--- config.mk ---
export PLATFORM = sky130hd
export DESIGN_NAME = ifu_fetch_ctrl
export DESIGN_NICKNAME = d
export VERILOG_FILES = /design/src/rtl/ifu_pkg.sv /design/src/rtl/ifu_fetch_timer.sv /design/src/rtl/ifu_fetch_ctrl.sv
export SDC_FILE = /design/constraint.sdc
export NUM_CORES = 1
export LEC_CHECK = 0
export BUFFER_PORTS_ARGS = -buffer_cell sky130_fd_sc_hd__buf_2
export CAP_MARGIN = 10
export CORE_MARGIN = 4
export CORE_UTILIZATION = 47
export DETAILED_ROUTE_END_ITERATION = 16
export PLACE_DENSITY = 0.8
export SYNTH_ARGS = -nofsm -noshare
export SYNTH_HDL_FRONTEND = slang
export SYNTH_HIERARCHICAL = 1
export SYNTH_SLANG_ARGS = --single-unit
--- constraint.sdc ---
create_clock -name i_clock -period 3.12 [get_ports i_clock]
set_input_delay 0.624 -clock i_clock [delete_from_list [all_inputs] [get_ports i_clock]]
set_output_delay 0.624 -clock i_clock [all_outputs]
set_load 0.01 [all_outputs]
--- src/rtl/ifu_pkg.sv ---
// Shared types for the instruction-fetch controller: FSM states and fault codes.
package ifu_pkg;

  typedef enum logic [2:0] {
    IFU_IDLE = 3'd0,
    IFU_AR   = 3'd1,
    IFU_R    = 3'd2,
    IFU_DROP = 3'd3,
    IFU_OUT  = 3'd4
  } ifu_state_e;

  typedef logic [1:0] ifu_fault_t;

  localparam ifu_fault_t FAULT_NONE     = 2'd0;
  localparam ifu_fault_t FAULT_MISALIGN = 2'd1;
  localparam ifu_fault_t FAULT_BUS      = 2'd2;
  localparam ifu_fault_t FAULT_TIMEOUT  = 2'd3;

  // Instructions are word aligned; any set low address bit is a fault.
  function automatic logic is_misaligned(input logic [1:0] addr_lsb);
    return addr_lsb != 2'b00;
  endfunction

endpackage

--- src/rtl/ifu_fetch_timer.sv ---
// Response timeout counter: clears on request, counts while enabled and flags
// the last permitted cycle so the FSM can leave on the same edge.
module ifu_fetch_timer #(
  parameter int unsigned Limit = 255
) (
  input  logic clk_i,
  input  logic rst_ni,
  input  logic clear_i,
  input  logic enable_i,
  output logic expired_o
);

  localparam int unsigned CntW = $clog2(Limit + 1);

  logic [CntW-1:0] cnt_q, cnt_d;

  // Next count: clear wins, otherwise count up while enabled, saturating at Limit.
  always_comb begin
    cnt_d = cnt_q;
    if (clear_i) begin
      cnt_d = '0;
    end else if (enable_i && (cnt_q != CntW'(Limit))) begin
      cnt_d = cnt_q + CntW'(1);
    end
  end

  // Counter register.
  always_ff @(posedge clk_i or negedge rst_ni) begin
    if (!rst_ni) begin
      cnt_q <= '0;
    end else begin
      cnt_q <= cnt_d;
    end
  end

  // Asserted in the Limit-th enabled cycle, so the wait lasts exactly Limit cycles.
  assign expired_o = enable_i && (cnt_q >= CntW'(Limit - 1));

endmodule

--- src/rtl/ifu_fetch_ctrl.sv ---
// Fetch controller: takes one PC per handshake, issues a single-outstanding
// AR/R read, and holds the returned word (or a fault) for decode.
module ifu_fetch_ctrl
  import ifu_pkg::*;
#(
  parameter int unsigned ADDR_W  = 32,
  parameter int unsigned DATA_W  = 32,
  parameter int unsigned TIMEOUT = 255
) (
  input  logic              i_clock,
  input  logic              i_reset_n,
  input  logic [ADDR_W-1:0] i_pc,
  input  logic              i_pc_valid,
  output logic              o_pc_ready,
  input  logic              i_flush,
  output logic              o_arvalid,
  output logic [ADDR_W-1:0] o_araddr,
  input  logic              i_arready,
  input  logic              i_rvalid,
  input  logic [DATA_W-1:0] i_rdata,
  input  logic [1:0]        i_rresp,
  output logic              o_rready,
  output logic              o_inst_valid,
  output logic [DATA_W-1:0] o_inst,
  output logic [ADDR_W-1:0] o_inst_pc,
  output logic [1:0]        o_fault,
  input  logic              i_inst_ready
);

  ifu_state_e        state_q, state_d;
  logic [ADDR_W-1:0] addr_q, addr_d;
  logic [DATA_W-1:0] data_q, data_d;
  ifu_fault_t        fault_q, fault_d;
  logic              kill_q, kill_d;
  logic              pc_accept;
  logic              tmr_clear, tmr_enable, tmr_expired;

  // Reset is folded in so the only combinational output is also 0 during reset.
  assign pc_accept = i_reset_n && (state_q == IFU_IDLE) && i_pc_valid && !i_flush;

  // Counter restarts on every state change; runs only while waiting for R data.
  assign tmr_clear  = (state_d != state_q);
  assign tmr_enable = (state_q == IFU_R) || (state_q == IFU_DROP);

  ifu_fetch_timer #(
    .Limit(TIMEOUT)
  ) u_timer (
    .clk_i    (i_clock),
    .rst_ni   (i_reset_n),
    .clear_i  (tmr_clear),
    .enable_i (tmr_enable),
    .expired_o(tmr_expired)
  );

  // State register.
  always_ff @(posedge i_clock or negedge i_reset_n) begin
    if (!i_reset_n) begin
      state_q <= IFU_IDLE;
    end else begin
      state_q <= state_d;
    end
  end

  // Next-state logic; in R a returning beat beats flush, flush beats timeout.
  always_comb begin
    state_d = state_q;
    unique case (state_q)
      IFU_IDLE: begin
        if (pc_accept) begin
          state_d = is_misaligned(i_pc[1:0]) ? IFU_OUT : IFU_AR;
        end
      end
      IFU_AR: begin
        // AR is never withdrawn; a killed request still completes and is drained.
        if (i_arready) begin
          state_d = (i_flush || kill_q) ? IFU_DROP : IFU_R;
        end
      end
      IFU_R: begin
        if (i_rvalid) begin
          state_d = i_flush ? IFU_IDLE : IFU_OUT;
        end else if (i_flush) begin
          state_d = IFU_DROP;
        end else if (tmr_expired) begin
          state_d = IFU_OUT;
        end
      end
      IFU_DROP: begin
        if (i_rvalid || tmr_expired) begin
          state_d = IFU_IDLE;
        end
      end
      IFU_OUT: begin
        if (i_flush || i_inst_ready) begin
          state_d = IFU_IDLE;
        end
      end
      default: state_d = IFU_IDLE;
    endcase
  end

  // Outputs are pure state decodes, apart from the PC handshake.
  always_comb begin
    o_pc_ready   = pc_accept;
    o_arvalid    = (state_q == IFU_AR);
    o_rready     = (state_q == IFU_R) || (state_q == IFU_DROP);
    o_inst_valid = (state_q == IFU_OUT);
  end

  assign o_araddr  = addr_q;
  assign o_inst_pc = addr_q;
  assign o_inst    = data_q;
  assign o_fault   = fault_q;

  // Datapath next-state: address on accept, data/fault on response or timeout.
  always_comb begin
    addr_d  = addr_q;
    data_d  = data_q;
    fault_d = fault_q;
    kill_d  = kill_q;
    unique case (state_q)
      IFU_IDLE: begin
        kill_d = 1'b0;
        if (pc_accept) begin
          addr_d  = i_pc;
          data_d  = '0;
          fault_d = is_misaligned(i_pc[1:0]) ? FAULT_MISALIGN : FAULT_NONE;
        end
      end
      IFU_AR: begin
        // Sticky: a flush seen any time before the AR handshake kills the fetch.
        kill_d = kill_q || i_flush;
      end
      IFU_R: begin
        if (i_rvalid) begin
          if (!i_flush) begin
            data_d  = i_rdata;
            fault_d = (|i_rresp) ? FAULT_BUS : FAULT_NONE;
          end
        end else if (!i_flush && tmr_expired) begin
          data_d  = '0;
          fault_d = FAULT_TIMEOUT;
        end
      end
      default: ;
    endcase
  end

  // Address, data, fault and kill registers.
  always_ff @(posedge i_clock or negedge i_reset_n) begin
    if (!i_reset_n) begin
      addr_q  <= '0;
      data_q  <= '0;
      fault_q <= FAULT_NONE;
      kill_q  <= 1'b0;
    end else begin
      addr_q  <= addr_d;
      data_q  <= data_d;
      fault_q <= fault_d;
      kill_q  <= kill_d;
    end
  end

endmodule

After elaboration in Yosys (flattened, before gate mapping)
Index checks and enable logic that the tools add are counted.
{ "word_totals": {"register_bits": 78, "in_bits": 73, "elab_cells": 62} }
{ "op_classes": {"add_sub_neg": 1, "magnitude_cmp": 1, "n_eq_ne": 9, "muxes": 26, "n_reduce_logical": 19} }
{ "op_table": {"columns": ["op", "count"], "rows": [
  ["$mux W32", 4],
  ["$pmux W32 S2", 1],
  ["$mux W3", 9],
  ["$mux W8", 2],
  ["$pmux W3 S5", 1],
  ["$mux W2", 5],
  ["$add A8 B1 Y8 const B", 1],
  ["$ge A8 B8 Y1 const B", 1],
  ["$ne A8 B8 Y1 const B", 1],
  ["$reduce_bool A2 Y1", 4],
  ["$eq A3 B2 Y1 const B", 2],
  ["$logic_and A1 B1 Y1", 6],
  ["$logic_or A1 B1 Y1", 4],
  ["$pmux W2 S2", 1],
  ["$reduce_and A4 Y1", 1],
  ["$eq A3 B1 Y1 const B", 1],
  ["$eq A3 B3 Y1 const B", 1],
  ["$logic_not A3 Y1", 1],
  ["$ne A3 B2 Y1 const B", 1],
  ["$ne A3 B3 Y1", 1],
  ["$ne A3 B3 Y1 const B", 1],
  ["$mux W1", 2],
  ["$ne A2 B2 Y1 const B", 1],
  ["$pmux W1 S2", 1],
  ["3 further kinds", 3]
]} }

Depth between registers and ports, before layout
{ "depth": {"depth_word": 9, "mapped_depth": 13, "ltp_nobuf": 11} }

By module
Netlist, hierarchy kept.
{ "modules_own_cells": {"columns": ["module", "instances", "cells_per_inst", "area_each_um2"], "rows": [
  ["ifu_fetch_ctrl", 1, 289, 3329.4],
  ["ifu_fetch_timer", 1, 52, 491.7]
]} }

Least setup slack after synthesis
Ideal clock, no wire load.
{ "synth_path": {"path_kind": "reg2reg", "from": "reg state_q[2]", "to": "reg u_timer.cnt_q[5]", "setup_time_ns": 0.125, "t_arrival_ns": 2.195, "required_time_ns": 2.995, "slack_ns": 0.800, "path_stages_with_launch": 12, "period_less_slack_ns": 2.320, "cell_sequence": "dfrtp_1 > nand2b_2 > inv_2 > buf_2 > o21ai_0 > nor3_1 > a21boi_0 > nor3_1 > o2111ai_1 > buf_1 > nor2_1 > mux2_2"} }
{ "synth_between": {"elab_chain_len": 9, "word_cells_on_any_way": 23, "cone_classes": "5 x eq/ne; 9 x mux; 9 x reduce/logical"} }
{ "synth_rtl": {"columns": ["item", "line", "source"], "rows": [
  ["from (decl)", "ifu_fetch_ctrl.sv:30", "ifu_state_e state_q, state_d;"],
  ["from (signal assigned)", "ifu_fetch_ctrl.sv:60", "state_q <= state_d;"],
  ["$eq A3 B2 Y1", null, null],
  ["$logic_or A1 B1 Y1 (*)", null, null],
  ["named net o_rready", "ifu_fetch_ctrl.sv:22", "output logic o_rready,"],
  ["$logic_and A1 B1 Y1 (*)", "ifu_fetch_timer.sv:37", "assign expired_o = enable_i && (cnt_q >= CntW'(Limit - 1));"],
  ["named net tmr_expired", "ifu_fetch_ctrl.sv:36", "logic tmr_clear, tmr_enable, tmr_expired;"],
  ["$mux W3", "ifu_fetch_ctrl.sv:84", "end else if (tmr_expired) begin"],
  ["$mux W3", "ifu_fetch_ctrl.sv:82", "end else if (i_flush) begin"],
  ["$mux W3", "ifu_fetch_ctrl.sv:80", "if (i_rvalid) begin"],
  ["$pmux W3 S5 (*)", "ifu_fetch_ctrl.sv:67", "unique case (state_q)"],
  ["$ne A3 B3 Y1 (*)", "ifu_fetch_ctrl.sv:42", "assign tmr_clear = (state_d != state_q);"],
  ["named net tmr_clear", "ifu_fetch_ctrl.sv:36", null],
  ["$mux W8 or $reduce_bool A2 Y1 (tied branches)", null, null],
  ["to (signal assigned)", "ifu_fetch_timer.sv:32", "cnt_q <= cnt_d;"],
  ["to (decl)", "ifu_fetch_timer.sv:15", "logic [CntW-1:0] cnt_q, cnt_d;"]
]} }
Mark *: on every way through the listed nets, which the timed path passes. The rest lies on a longest branch.
A chain may end at the register's enable or synchronous reset.

Worst setup path in the final report
{ "layout_path": {"from": "reg state_q[2]", "to": "reg u_timer.cnt_q[5]"} }
{ "layout_between": {"elab_chain_len": 9, "word_cells_on_any_way": 23, "cone_classes": "5 x eq/ne; 9 x mux; 9 x reduce/logical"} }
{ "layout_rtl": {"columns": ["item", "line", "source"], "rows": [
  ["$eq A3 B2 Y1", "ifu_fetch_ctrl.sv:43", "assign tmr_enable = (state_q == IFU_R) || (state_q == IFU_DROP);"],
  ["$logic_or A1 B1 Y1 (*)", "ifu_fetch_ctrl.sv:43", null],
  ["$logic_and A1 B1 Y1 (*)", "ifu_fetch_timer.sv:37", null],
  ["named net tmr_expired", "ifu_fetch_ctrl.sv:36", null],
  ["$mux W3", "ifu_fetch_ctrl.sv:84", null],
  ["$mux W3", "ifu_fetch_ctrl.sv:82", null],
  ["$mux W3", "ifu_fetch_ctrl.sv:80", null],
  ["$pmux W3 S5 (*)", "ifu_fetch_ctrl.sv:67", null],
  ["$ne A3 B3 Y1 (*)", "ifu_fetch_ctrl.sv:42", null],
  ["named net tmr_clear", "ifu_fetch_ctrl.sv:36", null],
  ["$mux W8 or $reduce_bool A2 Y1 (tied branches)", null, null]
]} }
Marks and branches as above.

==> flow_metrics.env <==
export IMPL_worst_path_most_repeated_cell="nor3_1"
export IMPL_slew_headroom_pct=45.8
export IMPL_vdd_drop_max_mv=0.495
export IMPL_max_cap_violations=0
export IMPL_finalCritPeriodShare_pct=86.0
export IMPL_die_area_um2=9640
export IMPL_leakagePower_nw=2.58
export IMPL_gr_total_overflow=0
export IMPL_synth_top_area_share_pct=51.1
export IMPL_gr_usage_met3_pct=4.21
export IMPL_met1_usage_pct=21.4
export IMPL_cts_resized=0
export IMPL_grt_pass1_vias=2880
export IMPL_layout_commonest_cell="buf_2"
export IMPL_cts_max_level=3
export IMPL_nNetsFinal=558
export IMPL_worstPathArrival_ns=2.90
export IMPL_io_buffers=174
export IMPL_slowest_stage="o2111ai_1"
export IMPL_fin_setup_tns_ns=0
export IMPL_final_cells=591
export IMPL_power_frac_seq_pct=40.3
export IMPL_ys_ff_latch=78
export IMPL_drive_gt1_share_pct=48.6
export IMPL_yosys_warnings=6
export IMPL_antenna_found_initial=1
export IMPL_synthFlopType="dfrtp_1"
export IMPL_clk_pin_slew_ns=0.08
export IMPL_cp_start_kind="flop"
export IMPL_die_x_um=98.2
export IMPL_cts_setup_buffers=0
export IMPL_core_area_um2=7810
export IMPL_grt_start_max_net_pins=68
export IMPL_finalSetupViolCount=0
export IMPL_grt_usage_pct=17.9
export IMPL_ctsRootBufferMaster="clkbuf_8"
export IMPL_regArea_um2=1950
export IMPL_pin_count=175
export IMPL_critPathLaunch="state_q[2]"
export IMPL_n_fill_cell=673
export IMPL_gr_usage_met2_pct=30.8
export IMPL_layout_common_cells="buf_2, dfrtp_1, inv_1"
export IMPL_syn_to_final_growth_pct=23.1
export IMPL_avgSynthCellArea_um2=11.2
export IMPL_max_clock_path_buffers=2
export IMPL_intPower_w=0.00254
export IMPL_first_iter_violations=103
export IMPL_clock_sinks=78
export IMPL_max_freq_ghz=0.373
export IMPL_gp_congestion=0.827
export IMPL_cts_hold_buf=0
export IMPL_rrSetupSlack_ns=0.44
export IMPL_synth_largest_area_cell="dfrtp_1"
export IMPL_hold_path_class="in -> async"
export IMPL_worstPathCellList="nand2b_2, inv_2, o21ai_0, nor3_1, a21boi_0, nor3_1, o2111ai_1, nor2_1, mux2_2"
export IMPL_synth_nets=416
export IMPL_status="completed"
export IMPL_crit_family="compound AO/OA/AOI/OAI gates"
export IMPL_p_per_area_nw_per_um2=854
export IMPL_pwr_share_comb_pct=41.1
export IMPL_vias=2941
export IMPL_rows=32
export IMPL_dp_cells=574
export IMPL_drc=0
export IMPL_multiInputGateArea_um2=1360
export IMPL_insertion_delay_ns=0.35
export IMPL_busiest_layer="met2"
export IMPL_async_reset_ff_share_pct=100
export IMPL_end_kind="flop"
export IMPL_start_util_pct=48.9
export IMPL_rsz0062_at_grt="false"
export IMPL_drtPass1Iterations=5
export IMPL_hold_viol=0
export IMPL_synthCells=341
export IMPL_cts_tree="done"
export IMPL_min_period_ns=2.68
export IMPL_dpl_hpwl_um=6510
export IMPL_cp_slowest_stage_delay_ns=0.56
export IMPL_grt_pass1_wl_um=14000
export IMPL_synth_area_top_cells="dfrtp_1, mux2_2, mux2i_1"
export IMPL_synth_edf_count=0
export IMPL_totalWireLength_um=8570
export IMPL_p_sw_share_pct=36.7
export IMPL_routedWlPerCell_um=14.5
export IMPL_yosys_cell_types_count=53
export IMPL_numCtsBuffers=9
export IMPL_dieHeight_um=98.2
export IMPL_p_sw_w=0.00147
export IMPL_worstReg2RegStart="state_q[2]"
export IMPL_clockPowerShare_pct=18.7
export IMPL_postRouteAntennaNets=0
export IMPL_tightest_slew_ns=0.812
export IMPL_maxSlewViolCount=0
export IMPL_vias_per_cell=4.98
export IMPL_cp_buffers_inverters=1
export IMPL_yosysSeqAreaShare_pct=51.1
export IMPL_crit_fanout=12
export IMPL_path_class="reg -> reg"
export IMPL_synth_area_um2=3820
export IMPL_fin_skew_ns=0.0157
export IMPL_crit_required_ns=3.34
==> registers in the layout (all words and copies together) (netlist names) <==
signal,cells
o_fault,2
u_timer/cnt_q,8
o_inst,32
kill_q,1
state_q,3
o_araddr,32
==> logic make-up (layout without fill, tap and decap cells) <==
logic type / count (synthesis) / count (layout) / synth area share [%]
adder cells (fa/ha/maj): 2 / 2 / 0.655
other: 0 / 1 / 0
multiplexers: 67 / 67 / 18.7
flip-flops: 78 / 78 / 51.1
buffers and inverters: 86 / 233 / 13.4
AO/OA/AOI/OAI: 30 / 30 / 5.37
AND/OR/NAND/NOR: 78 / 78 / 10.8
==> through the flow <==
step           instance area (um^2)  setup slack, ns  utilization [%]  power [W]  hold slack [ns]
2_1_floorplan                  3820            0.800                -    0.00285            0.328
3_3_place_gp                   4500            0.661             57.6    0.00326            0.471
3_5_place_dp                   4500            0.439             57.6    0.00332            0.479
4_1_cts                        4700            0.442             60.2    0.00407            0.117
5_1_grt                        4700            0.174             60.2    0.00430            0.108
6_report                       4700            0.437             60.2    0.00402            0.124
==> power groups by stage <==
stage | clock network [W] | registers [W] | logic, W
2_1_floorplan | 0 | 0.00179 | 0.00106
3_3_place_gp | 0 | 0.00161 | 0.00165
3_5_place_dp | 0 | 0.00164 | 0.00168
4_1_cts | 0.000773 | 0.00162 | 0.00168
5_1_grt | 0.000818 | 0.00168 | 0.00180
6_report | 0.000750 | 0.00162 | 0.00165
==> synthesized netlist by cell type, drive strengths merged, types with 2 or more instances <==
cell type and n:
dfrtp 78, buf 45, inv 39, nand2 36, mux2 35, mux2i 32
nor2 10, o21ai 8, nand3 6, nor3 6, a21oi 5, and4 3
nand2b 3, a211oi 2, a21boi 2, a31oi 2, and3 2, clkbuf 2
ha 2, nor3b 2, o22ai 2
==> cell type report <==
type	count	area share (%)
diodes	1	0.0532
clock inverters	5	1.25
repair buffers	178	19.5
inverters	39	3.11
flip-flops and latches	78	41.5
well taps	102	2.71
clock buffers	11	3.01
multi-input cells	177	28.9
==> layer usage <==
layer	vias up	share of wire, %
met5	-	0
met3	17	8.4
met1	1396	39
met2	134	50
li1	1394	-
met4	0	2.5
==> worst paths after layout <==
check	depth (start not counted)	to
hold / removal	1	o_araddr[26]
min in group i_clock	1	o_fault[1]
max in group asynchronous	2	o_araddr[20]
setup / recovery	9	u_timer/cnt_q[5]
hold reg to reg	1	o_fault[1]
setup reg to reg	9	u_timer/cnt_q[5]
Note: power is estimated with default switching activity, not from simulation.
